[config.mk]
export PLATFORM = sky130hd
export DESIGN_NAME = arb_2_1_4b
export DESIGN_NICKNAME = d
export VERILOG_FILES = /design/src/rtl/arb_2_1_4b.sv
export SDC_FILE = /design/constraint.sdc
export NUM_CORES = 1
export LEC_CHECK = 0
export CAP_MARGIN = 20
export CORE_UTILIZATION = 40
export DETAILED_ROUTE_END_ITERATION = 8
export GPL_ROUTABILITY_DRIVEN = 0
export GPL_TIMING_DRIVEN = 1
export MAX_ROUTING_LAYER = met4
export PLACE_DENSITY = 0.73
export SYNTH_ARGS = -nofsm -noshare
export SYNTH_HDL_FRONTEND = slang
export SYNTH_SLANG_ARGS = --single-unit
[constraint.sdc]
create_clock -name clk -period 2.8 [get_ports clk]
set_clock_uncertainty 0.2 [all_clocks]
set_input_delay 0.7 -clock clk [delete_from_list [all_inputs] [get_ports clk]]
set_output_delay 0.7 -clock clk [all_outputs]
set_load 0.005 [all_outputs]
[src/rtl/arb_2_1_4b.sv]
// Two-requester 4-bit arbiter with a registered output word and ready/valid handshake.
// Build option: define ARB_FIXED_PRIO_EN to make A always win contention (no round-robin).
module arb_2_1_4b #(
   parameter int STALL_MAX = 16
) (
   input  logic       clk,
   input  logic       rst,
   input  logic       req_a,
   input  logic [3:0] data_a,
   output logic       ack_a,
   input  logic       req_b,
   input  logic [3:0] data_b,
   output logic       ack_b,
   output logic       sel,
   output logic [3:0] z,
   output logic       z_valid,
   input  logic       z_ready,
   output logic       stall_err
);

   localparam int         DATA_W    = 4;
   localparam logic [7:0] STALL_LIM = 8'(STALL_MAX);

   typedef enum logic {
      IDLE = 1'b0,
      SEND = 1'b1
   } state_t;

   state_t            state, state_nxt;
   logic              sel_nxt;
   logic [DATA_W-1:0] z_nxt;
   logic [7:0]        stall_cnt, stall_cnt_nxt;
   logic              stall_err_nxt;
   logic              grant_b;
   logic [DATA_W-1:0] mux_word;
   logic              xfer;

`ifndef ARB_FIXED_PRIO_EN
   logic              last_b, last_b_nxt;
`endif

   function automatic logic [7:0] sat_inc(input logic [7:0] cnt);
      if (cnt >= STALL_LIM)
         sat_inc = STALL_LIM;
      else
         sat_inc = cnt + 8'd1;
   endfunction

   // Winner selection and 2:1 word mux feeding the capture register
   always_comb begin
`ifdef ARB_FIXED_PRIO_EN
      grant_b = req_b & ~req_a;
`else
      // Under contention the requester not granted last wins.
      grant_b = req_b & (~req_a | ~last_b);
`endif
      mux_word = grant_b ? data_b : data_a;
   end

   assign z_valid = (state == SEND);
   assign xfer    = (state == SEND) & z_ready;

   always_ff @(posedge clk or posedge rst) begin
      if (rst) begin
         state     <= IDLE;
         sel       <= 1'b0;
         z         <= '0;
         stall_cnt <= 8'd0;
         stall_err <= 1'b0;
`ifndef ARB_FIXED_PRIO_EN
         last_b    <= 1'b1;
`endif
      end else begin
         state     <= state_nxt;
         sel       <= sel_nxt;
         z         <= z_nxt;
         stall_cnt <= stall_cnt_nxt;
         stall_err <= stall_err_nxt;
`ifndef ARB_FIXED_PRIO_EN
         last_b    <= last_b_nxt;
`endif
      end
   end

   // Next-state, capture and handshake outputs
   always_comb begin
      state_nxt     = state;
      sel_nxt       = sel;
      z_nxt         = z;
      stall_cnt_nxt = stall_cnt;
      stall_err_nxt = stall_err;
      ack_a         = 1'b0;
      ack_b         = 1'b0;
`ifndef ARB_FIXED_PRIO_EN
      last_b_nxt    = last_b;
`endif
      case (state)
         IDLE: begin
            if (req_a | req_b) begin
               state_nxt  = SEND;
               sel_nxt    = grant_b;
               z_nxt      = mux_word;
`ifndef ARB_FIXED_PRIO_EN
               // Pointer moves on capture so a stalled word does not starve the other side.
               last_b_nxt = grant_b;
`endif
            end
         end
         SEND: begin
            if (xfer) begin
               ack_a         = ~sel;
               ack_b         = sel;
               state_nxt     = IDLE;
               stall_cnt_nxt = 8'd0;
            end else begin
               stall_cnt_nxt = sat_inc(stall_cnt);
               if (stall_cnt_nxt == STALL_LIM)
                  stall_err_nxt = 1'b1;
            end
         end
         default: begin
            state_nxt = IDLE;
         end
      endcase
   end

endmodule

Yosys cells after proc, flatten, opt, wreduce, memory -nomap -nowiden
Cells that the tools add are included.
{"block": "totals", "reg_bits": 16, "in_bits": 13, "output_inout_bits": 9, "word_cells": 32}
{"block": "op_classes", "addsub": 1, "order_cmp": 1, "n_eq_ne": 1, "mux": 12, "n_bitwise": 9, "reduce_logical": 2}
{"operator": "two-way mux 8 bit", "n": 4}
{"operator": "adder 8 x 1 -> 8 bit, second input constant", "n": 1}
{"operator": "== test 8 x 5 -> 1 bit, second input constant", "n": 1}
{"operator": "greater-or-equal comparator 8 x 5 -> 1 bit, second input constant", "n": 1}
{"operator": "two-way mux 1 bit", "n": 6}
{"operator": "inverter 1 bit", "n": 5}
{"operator": "two-way mux 4 bit", "n": 1}
{"operator": "AND reduction 3 bit", "n": 1}
{"operator": "AND 1 bit", "n": 2}
{"operator": "bitwise OR 1 bit", "n": 2}
{"operator": "case mux 1 bit (2 select lines)", "n": 1}
{"operator": "AND reduction 2 bit", "n": 1}

Depth between registers and ports, before layout
{"block": "depth", "depth_word": 6, "ltp_mapped": 4, "ltp_nobuf": 4}

Least setup slack after synthesis
Ideal clock, no wire load.
{"block": "synth_path", "path_type": "in2out", "start": "in z_ready", "end": "out ack_a", "arrival_time_ps": 855, "required_ps": 1900, "path_slack_ps": 1045, "stages": 2, "n_path_buf": 0, "path_cell_list": "nand2_1 > nor2_1"}
{"block": "synth_between", "elab_chain_len": 3}
{"element": "start, declared", "line_no": "17", "source": "input logic z_ready,"}
{"element": "AND 1 bit", "line_no": "61", "source": "assign xfer = (state == SEND) & z_ready;"}
{"element": "two-way mux 1 bit", "line_no": "110", "source": "if (xfer) begin"}
{"element": "two-way mux 1 bit", "line_no": "97", "source": "case (state)"}
{"element": "end, declared", "line_no": "10", "source": "output logic ack_a,"}
Every way passes these cells.

Worst setup path in the final report
{"block": "layout_path", "start": "reg state (netlist: z_valid)", "end": "out ack_b"}
{"block": "layout_between", "elab_chain_len": 3}
{"element": "start, declared", "line_no": "29", "source": "state_t state, state_nxt;"}
{"element": "start signal, assigned", "line_no": "74", "source": "state <= state_nxt;"}
{"element": "AND 1 bit", "line_no": "61"}
{"element": "two-way mux 1 bit", "line_no": "110"}
{"element": "two-way mux 1 bit *", "line_no": "97"}
{"element": "end, declared", "line_no": "13", "source": "output logic ack_b,"}
Every way passes the cells marked *; elsewhere a longest branch is shown, timed or not.

==> results.ini <==
[layout]
syn2layout_area_growth_pct=36.7
layout.cells.non_filler=121
drive_above_1_share_pct=11.5
diodes=0
fin_nets=112
nFillCells=166

[hold_path]
worstHoldPathType=flop to flop

[power]
p_per_area_nw_per_um2=698
p_total_mw=0.731
irDropWorstVdd_mv=0.395
p_leak_nw=0.485

[critical_path]
cpLargestDelayFamily=flip-flops
path_class=flop to output port
worst-path-buf-inv=1
cpMaxStageDelayCell=dfrtp_1
cp.arrival_ns=1.56
cp_cell_sequence=and3_1 -> clkdlybuf4s50_1
required_ns=1.90
crit_path_max_fanout=13
cpPeakStageDelay_ns=0.58
end_kind=output port
startpoint_type=flop

[global_routing]
grt_max_degree=17
antenna_found_initial=0
grt.overflow.total=0
grt_pass1_vias=624
track_usage_pct=17.9
grt_pass1_wl_microns=2570

[die]
die_w_microns=45.8
initial_core_util_pct=43.5
ioPinCount=22
coreArea_sq_um=1760
rows=15
chipHeight_microns=45.8
dieArea_sq_um=2100

[clock_network]
clock_path_buffers=2
clock_latency_ns=0.28
tritoncts=built
clk_pin_slew_ns=0.09
numCtsBuffers=3
htreeDepth=1
clock-root-buffer=clkbuf_4
postCtsHoldBufs=0
cts.sinks=16

[synthesis]
avgSynthCellArea_sq_um=10.8
yosys_warnings=0
ys_ff_latch=16
synthDominantCellAreaShare_pct=48.9
synthTopCellsByArea=dfrtp_1 (49%), mux2i_1 (5.2%), o21ai_0 (4.6%)
syn_area_sq_um=767
syn_inst=71
synth_top_area_cell=dfrtp_1
ys_seq_area_share_pct=52.4
synth_fp_nets=86
synth.distinct_cells=25

[routing]
initialDrtViolationCount=19
detail-route-antenna-nets=0
routed_via_density=5.04
wl_microns=1470
post-route-drc-count=0
wire_per_inst_microns=12.2
via_count=610
dr.pass1.iters=4

[placed_design]
pre_cts_ws_ns=-0.00760
post-dp-hpwl_microns=1130
dpl.cell_count=117
port_buffers=21

[timing]
holdWs_ns=0.282
max_freq_mhz=407
slew_violations=0
tns_ns=0
post-route-min-period_ns=2.46
relSlewSlack_pct=60.6
finalHoldViolCount=0
worstMarginPinSlew_ns=0.591
final-setup-viol-count=0
fin_crit_sh_pct=87.8
fin_ws_ns=0.341
rsz0062_at_grt=no

[outcome]
status=finished clean

[job]
maxCapViolCount=0

[registers in the layout (all words and copies together), names as in the netlist]
register	cells
z	4
last_b	1
sel	1
stall_err	1
stall_cnt	8
z_valid	1
[cells in the final DEF, fill, tap and decap left out, drive strengths merged]
master          n
nor4            2
ha              2
nor2b           3
buf             1
nand3           5
nor2            3
inv             5
dlygate4sd2     1
clkdlybuf4s50  19
a22o            1
dlymetal6s2s    1
dfrtp          15
or3             1
o21ai           7
nand2           6
nor3b           1
nand2b          1
clkbuf          4
dfstp           1
a21boi          1
and3            2
a21oi           3
nand4b          1
a31oi           3
nor3            1
mux2i           4
o21bai          1
o21a            1
[path summary, 6_finish.rpt]
path / start / end / slack [ns] / cells after the start
setup / recovery: z_valid / ack_b / 0.34 / 2
setup reg to reg: z_valid / stall_cnt[3] / 1.27 / 3
min in group asynchronous: rst / z[2] / 0.57 / 2
hold reg to reg: stall_err / stall_err / 0.28 / 1
hold / removal: stall_err / stall_err / 0.28 / 1
max in group asynchronous: rst / stall_cnt[2] / 1.45 / 2
[repair_timing]
item / in CTS / in global routing
resized for setup: 1 / 1
endpoints found under the setup margin: 1 / 1
buffers inserted: 0 / 0
[stage by stage]
| stage | util [%] | instance area, sq um |
|---|---|---|
| 3_5_place_dp | 57.3 | 1010 |
| 5_1_grt | 59.4 | 1050 |
| 6_report | 59.4 | 1050 |
| 4_1_cts | 59.3 | 1050 |
| 2_1_floorplan | - | 767 |
| 3_3_place_gp | 57.3 | 1010 |
[power breakdown]
group          total [mW]  internal, mW  switching, mW
combinational       0.226         0.131         0.0945
sequential          0.356         0.295         0.0611
clock               0.150        0.0791         0.0708
[cells in the mapped netlist]
| cell | count |
|---|---|
| dfrtp_1 | 15 |
| o21ai_0 | 7 |
| nand2_1 | 6 |
| inv_1 | 5 |
| nand3_1 | 5 |
| mux2i_1 | 4 |
| a21oi_1 | 3 |
| a31oi_1 | 3 |
| nor2_1 | 3 |
| nor2b_1 | 3 |
| and3_1 | 2 |
| ha_1 | 2 |
| a21boi_4 | 1 |
| a22o_1 | 1 |
| clkbuf_2 | 1 |
| dfstp_2 | 1 |
| nand2b_1 | 1 |
| nand4b_1 | 1 |
| nor3_2 | 1 |
| nor3b_2 | 1 |
| nor4_1 | 1 |
| nor4_4 | 1 |
| o21a_1 | 1 |
| o21bai_2 | 1 |
| or3_1 | 1 |
[logic make-up after synthesis]
logic type	after synthesis	synth area share (%)
fa+ha+maj	2	3.26
buf+inv	6	3.10
mux	4	5.22
compound gates	17	15.0
simple gates	26	21.0
flops	16	52.4
[worst register-to-register path, delay by kind of cell, from the launching register on]
family             cells  cell delay, ns
DFF                    1            0.58
AOI/OAI and AO/OA      1            0.19
and+or+nand+nor        2            0.49
[metal layers]
metal / track usage (%) / part of all wire, % / up-vias
li1: - / - / 301
met3: 3.57 / 5.0 / 0
met4: 7.06 / 0 / 0
met5: - / 0 / -
met1: 21.4 / 47 / 289
met2: 29.7 / 47 / 20
[cell type report]
cell class	count	area (sq um)	share of cell area (%)
well taps	25	31.3	2.98
clock buffers	4	36.3	3.46
flip-flops and latches	16	402	38.3
multi-input cells	49	342	32.6
repair buffers	22	219	20.9
inverters	5	18.8	1.79
Note: power is estimated with default switching activity, not from simulation.
